### src/rtl/dispatcher_round_robin.sv
// dispatcher_round_robin
// Fans a single valid/ready stream out to N consumers in round-robin order.
// Each consumer owns CRED buffer slots. A beat is sent only to a channel that
// holds at least one credit, and the consumer hands credits back with
// one-cycle pulses on credit_return. The output beat is registered and its
// target is marked by a one-hot out_valid strobe.
module dispatcher_round_robin #(
  parameter int N    = 4,
  parameter int W    = 8,
  parameter int CRED = 2
) (
  input  logic         clk,
  input  logic         rst,
  input  logic         in_valid,
  input  logic [W-1:0] in_data,
  output logic         in_ready,
  output logic [N-1:0] out_valid,
  output logic [W-1:0] out_data,
  input  logic [N-1:0] credit_return,
  output logic         credit_err
);

  localparam int CW = $clog2(CRED + 1);
  localparam int PW = $clog2(N);

  localparam logic [CW-1:0] CredMax  = CW'(CRED);
  localparam logic [PW-1:0] PtrReset = PW'(N - 1);

  logic [CW-1:0] creditCnt_q [N];
  logic [CW-1:0] creditCnt_d [N];
  logic [PW-1:0] lastGrant_q;
  logic [PW-1:0] lastGrant_d;
  logic [N-1:0]  outValid_q;
  logic [N-1:0]  outValid_d;
  logic [W-1:0]  outData_q;
  logic [W-1:0]  outData_d;
  logic          creditErr_q;
  logic          creditErr_d;

  logic [N-1:0]  eligible;
  logic [N-1:0]  aboveMask;
  logic [N-1:0]  maskedReq;
  logic [N-1:0]  pickReq;
  logic [PW-1:0] selIdx;
  logic [N-1:0]  selOneHot;
  logic          dispatch;

  // A channel is eligible only while its registered counter is nonzero.
  // Because of this, a credit returned this cycle becomes usable in the next cycle.
  always_comb begin
    eligible = '0;
    for (int i = 0; i < N; i++) begin
      eligible[i] = (creditCnt_q[i] != '0);
    end
  end

  assign in_ready = |eligible;
  assign dispatch = in_valid & in_ready;

  // Build the mask of channels strictly above the last grant. The round-robin
  // search therefore starts at ptr+1.
  always_comb begin
    aboveMask = '0;
    for (int i = 0; i < N; i++) begin
      aboveMask[i] = (PW'(i) > lastGrant_q);
    end
  end

  assign maskedReq = eligible & aboveMask;
  assign pickReq   = (|maskedReq) ? maskedReq : eligible;

  // Find the lowest set bit of the chosen request vector. Scanning from the top
  // down lets the lowest index overwrite the result last.
  always_comb begin
    selIdx    = '0;
    selOneHot = '0;
    for (int i = N - 1; i >= 0; i--) begin
      if (pickReq[i]) begin
        selIdx    = PW'(i);
        selOneHot = '0;
        selOneHot[i] = 1'b1;
      end
    end
  end

  // Compute the next state. A dispatch and a return on the same channel
  // cancel each other. A return to a channel that is already full saturates
  // the counter and raises the sticky error flag.
  always_comb begin
    lastGrant_d = lastGrant_q;
    outValid_d  = '0;
    outData_d   = outData_q;
    creditErr_d = creditErr_q;
    for (int i = 0; i < N; i++) begin
      creditCnt_d[i] = creditCnt_q[i];
    end

    if (dispatch) begin
      outValid_d  = selOneHot;
      outData_d   = in_data;
      lastGrant_d = selIdx;
    end

    for (int i = 0; i < N; i++) begin
      if (dispatch && selOneHot[i] && !credit_return[i]) begin
        creditCnt_d[i] = creditCnt_q[i] - 1'b1;
      end else if (credit_return[i] && !(dispatch && selOneHot[i])) begin
        if (creditCnt_q[i] == CredMax) begin
          creditErr_d = 1'b1;
        end else begin
          creditCnt_d[i] = creditCnt_q[i] + 1'b1;
        end
      end
    end
  end

  // Register the state. Reset has priority over dispatch and credit returns,
  // so any beat presented while rst is high is dropped.
  always_ff @(posedge clk) begin
    if (rst) begin
      for (int i = 0; i < N; i++) begin
        creditCnt_q[i] <= CredMax;
      end
      lastGrant_q <= PtrReset;
      outValid_q  <= '0;
      outData_q   <= '0;
      creditErr_q <= 1'b0;
    end else begin
      for (int i = 0; i < N; i++) begin
        creditCnt_q[i] <= creditCnt_d[i];
      end
      lastGrant_q <= lastGrant_d;
      outValid_q  <= outValid_d;
      outData_q   <= outData_d;
      creditErr_q <= creditErr_d;
    end
  end

  assign out_valid  = outValid_q;
  assign out_data   = outData_q;
  assign credit_err = creditErr_q;

endmodule

### config.mk
export PLATFORM = sky130hd
export DESIGN_NAME = dispatcher_round_robin
export DESIGN_NICKNAME = d
export VERILOG_FILES = /design/src/rtl/dispatcher_round_robin.sv
export SDC_FILE = /design/constraint.sdc
export NUM_CORES = 1
export LEC_CHECK = 0
export CELL_PAD_IN_SITES_DETAIL_PLACEMENT = 0
export CELL_PAD_IN_SITES_GLOBAL_PLACEMENT = 2
export CORE_MARGIN = 3
export CORE_UTILIZATION = 26
export CTS_CLUSTER_SIZE = 28
export DETAILED_ROUTE_END_ITERATION = 12
export GPL_TIMING_DRIVEN = 0
export PLACE_DENSITY = 0.76
export SETUP_SLACK_MARGIN = 0.2
export SLEW_MARGIN = 20
export SYNTH_ARGS = -nofsm -noshare
export SYNTH_HDL_FRONTEND = slang
export SYNTH_SLANG_ARGS = --single-unit
### constraint.sdc
create_clock -name clk -period 2 [get_ports clk]
set_input_delay 0.4 -clock clk [delete_from_list [all_inputs] [get_ports clk]]
set_output_delay 0.4 -clock clk [all_outputs]
set_load 0.03 [all_outputs]
; ---- Word level (Yosys, flattened, before mapping)
; Memories as Yosys holds them, arrays and structs flattened.
; Cells that the tools add are included.
; W data, S select, Z words.
[word_totals]
reg_bits = 15
ram_bits = 8
in_bits = 15
wordCells = 95
n_memories = 1
[memory_table]
columns = name, words, width, rd, rd_ports_with_merged_regs, write_ports, line_no
row1 = creditCnt_q, 4, 2, 4, 0, 4, 29  ; logic [CW-1:0] creditCnt_q [N];
[op_classes]
n_addsub = 8
n_lt_le_gt_ge = 4
eq_ne = 4
muxes = 40
n_bitwise = 7
reduce_logical = 27
[op_table]
columns = cell, n
row1 = $mux W2, 20
row2 = $mux W4, 5
row3 = $mux W1, 15
row4 = $logic_and A1 B1 Y1, 12
row5 = $add A2 B1 Y2 const B, 4
row6 = $eq A2 B2 Y1 const B, 4
row7 = $logic_not A1 Y1, 8
row8 = $reduce_bool A2 Y1, 4
row9 = $reduce_or A4 Y1, 2
row10 = $sub A2 B1 Y2 const B, 4
row11 = $and A4 B4 Y4, 1
row12 = $gt A1 B2 Y1 const A, 2
row13 = $gt A2 B2 Y1 const A, 2
row14 = $or A1 B1 Y1, 4
row15 = $reduce_or A2 Y1, 1
row16 = $and A1 B1 Y1, 1
row17 = $not A1 Y1, 1

; ---- Depth between registers and ports, before layout
[depth]
ltp_word = 22
depth_mapped = 10
ltp_nobuf = 9

; ---- Least setup slack after synthesis
; No wires, ideal clock.
[synth_timing]
path_type = register -> register
start = memory creditCnt_q[3][0] in the netlist's numbering
end = memory creditCnt_q[3][1] in the netlist's numbering
t_arrival_ps = 2003
t_required_ps = 1868
setup_slack_ps = -136
path_stages_with_launch = 10
path_buffers = 1
synth_period_minus_slack_ps = 2136
cell_sequence = dfxtp_1 -> buf_2 -> nor4_4 -> a31o_4 -> a21o_1 -> nor2_1 -> ha_1 -> xnor2_1 -> o21ai_0 -> or3b_2
[synth_lines]
columns = item, line_no
row1 = from (decl), 29

==> key figures <==
Global routing
  – First-pass GRT wire length: 5.10 mm
  – Grt total ovfl: 0
  – Total track usage: 12.0%
  – Pin count of the biggest net entering global routing: 14
  – Initial antenna violation count: 0
  – Vias in the first global route: 1,111

Floorplanning
  – # IOs: 29
  – Die ar.: 5630 um2
  – Core area: 4470 um2
  – Num rows: 24
  – Die H: 75.1 um
  – Die W: 75.1 um
  – Starting Density: 27.7%

Min path
  – Worst hold path endpoint: out_data[2]
  – HP Start: out_data[2]
  – Worst hold path stage count: 2
  – Worst hold path class: flop to flop

Route
  – DR vias: 1,099
  – Residual DRC: 0
  – Avg Vias per Cell: 4.66
  – DR WL/cell: 13.7 um
  – Routed Antenna Nets: 0
  – Drt first pass iters: 4
  – WL final: 3.23 mm
  – First DRT Iteration DRCs: 32

Timing
  – Skew final: 2.35 ps
  – Crit share post-route: 107%
  – RSZ-0062 raised after global routing: yes
  – Slew headroom: 78.4%
  – Fmax: 466 MHz
  – Final hold vios: 0
  – Final Setup Violations: 4
  – Slew @ Worst Pin: 323 ps
  – Post-route setup slack: -148 ps
  – Slew Viols, Final: 0
  – Min Tclk post-route: 2150 ps

CTS
  – H-tree depth: 1
  – Clk buf depth: 2
  – Hold-fix buffers at CTS: 0
  – Clock root buffer master: clkbuf_8
  – CTS tree: done
  – Worst skew pair latency: 260 ps
  – Clock net sink count: 23
  – Clock slew at reported path FFs: 80 ps
  – Cts bufs inserted: 3

Power
  – Total power draw: 1.34 mW
  – Comb pwr share: 38.8%
  – Pint: 0.906 mW
  – Psw: 0.433 mW
  – Switch share: 32.4%
  – Leakage power: 0.786 nW
  – PD cells: 675 nW/um2
  – Register share of total power: 39.6%
  – Clk pwr share: 21.6%
  – Peak supply drop: 0.281 mV

Placed design
  – Dpl cells: 218
  – Gpl congestion: 0.776
  – Detail Placement HPWL: 2.25 mm
  – PortBufs: 28
  – Place WS: -671 ps
  – Placed cell areas: 1660 um2

Synthesis
  – Post-Synthesis Cells: 138
  – Register bit count reported by yosys: 23
  – Distinct cells, synth: 37
  – Mapped Nets: 161
  – Synthesized area: 1240 um2
  – Post-synth top area share: 37.1%
  – Syn Area/Cell: 8.99 um2
  – Post-synth top area cell: dfxtp_1
  – Synth warnings: 0
  – Sequential share of the synthesized area: 37.1%
  – Synth area leaders: dfxtp_1 (37%), ha_1 (8.1%), mux2i_1 (6.5%)

Status
  – Outcome: finished, violations left
  – Failing checks: negative setup slack

Final layout
  – Syn-to-layout area delta: 60.1%
  – Nets: 208
  – Antenna Cells: 0
  – Final non-filler cell area: 1990 um2
  – Commonest non-fill, non-tap cell in the layout: clkdlybuf4s50_1
  – Layout cell share with drive strength beyond 1: 37.5%
  – Commonest non-fill, non-tap cells in the layout: clkdlybuf4s50_1 (26), nor2_1 (16), dfxtp_1 (15), buf_4 (13), nor3_1 (9)
  – Non-Filler Instances: 236

Critical path
  – Crit path DAT: 2300 ps
  – Critical path peak fanout: 5
  – Endpoint class of the critical path: flop
  – R2r startpoint: creditCnt_q[1][1]
  – Required time of the critical path: 2150 ps
  – CP Class: flop to flop
  – Worst r2r path cells: 10
  – FF-to-FF setup slack: -150 ps
  – CP Launch Type: flop
  – FF-to-FF End: creditCnt_q[1][1]

Flow run
  – Max-cap violations: 0
==> logic make-up (layout without fill, tap and decap cells) <==
| family | Yosys count | in the layout | share of synthesized area (%) |
|---|---|---|---|
| simple gates | 52 | 52 | 23.1 |
| fa+ha+maj | 9 | 9 | 8.88 |
| compound gates | 27 | 27 | 15.5 |
| buf+inv | 15 | 61 | 6.05 |
| mux | 8 | 8 | 6.46 |
| xor+xnor | 4 | 4 | 2.83 |
| flops | 23 | 23 | 37.1 |
==> final cells by class <==
cell class,instances,area [um2]
Tap cell,52,65.1
Sequential cell,23,480
Multi-Input combinational cell,100,907
Clock buffer,3,41.3
Inverter,9,33.8
Fill cell,436,2490
Buffer,6,63.8
Clock inverter,1,5.00
Timing Repair Buffer,42,389
==> sequential cells by signal, summed over array words and instances, names as in the netlist <==
signal and count:
creditCnt_q 8, out_data 8, out_valid 4, lastGrant_q 2, credit_err 1
==> cell usage after synthesis (all sizes together) <==
cell type	number
nor2b	5
a311oi	1
and2	1
buf	2
nand2	1
or3b	4
xnor2	4
nand2b	2
o22ai	1
a21o	2
o221ai	1
ha	8
a21oi	8
nor2	21
a2bb2oi	2
a21boi	1
inv	9
clkbuf	4
o31ai	1
a31oi	1
nor3	10
nand3	2
a221o	1
nor3b	1
dfxtp	23
or2	2
nor4	1
a31o	1
a211oi	1
o21ai	6
and3b	2
mux2i	8
maj3	1
==> timing repair <==
| action | CTS | global route |
|---|---|---|
| setup endpoints to repair | 16 | 13 |
| buffers inserted | 8 | 6 |
| gates resized for setup | 27 | 27 |
| pin swaps | 12 | 14 |
==> worst max-delay path, stage by stage, from the launching register on <==
cell	delay, ps
dfxtp_4	360
or2_4	250
buf_8	130
a2bb2oi_4	190
a21o_4	190
nor2_4	50
ha_4	170
buf_6	120
xnor2_4	120
o21ai_1	100
or3b_4	370
==> worst max-delay path by stage <==
stage,startpoint,to,slack [ps]
floorplan,creditCnt_q[1][0],creditCnt_q[1][1],-60
global placement,in_valid,credit_err,-640
detailed placement,in_valid,credit_err,-670
CTS,creditCnt_q[3][0],creditCnt_q[1][1],-150
global route,creditCnt_q[1][1],creditCnt_q[1][1],-210
finish,creditCnt_q[1][1],creditCnt_q[1][1],-150
==> stage by stage <==
step	hold WS, ps	util [%]	TNS (ps)
finish	504	44.4	-453
CTS	510	41.5	-664
detailed placement	488	37.1	-4570
global route	547	44.4	-855
global placement	481	37.1	-4410
floorplan	511	-	-170
==> power groups by stage <==
stage                     Combinational (mW)  Clock (mW)  Sequential, mW
after floorplan                        0.241           0           0.568
after global placement                 0.384           0           0.537
after detailed placement               0.388           0           0.539
after CTS                              0.458       0.310           0.529
after global routing                   0.563       0.324           0.536
final                                  0.519       0.290           0.530
==> per-layer routing <==
layer,GRT usage [%],routed length [um]
met4,5.93,70
met1,14.8,1370
met3,1.74,71
met2,20.3,1720
met5,0,0
Note: power is estimated with default switching activity, not from simulation.
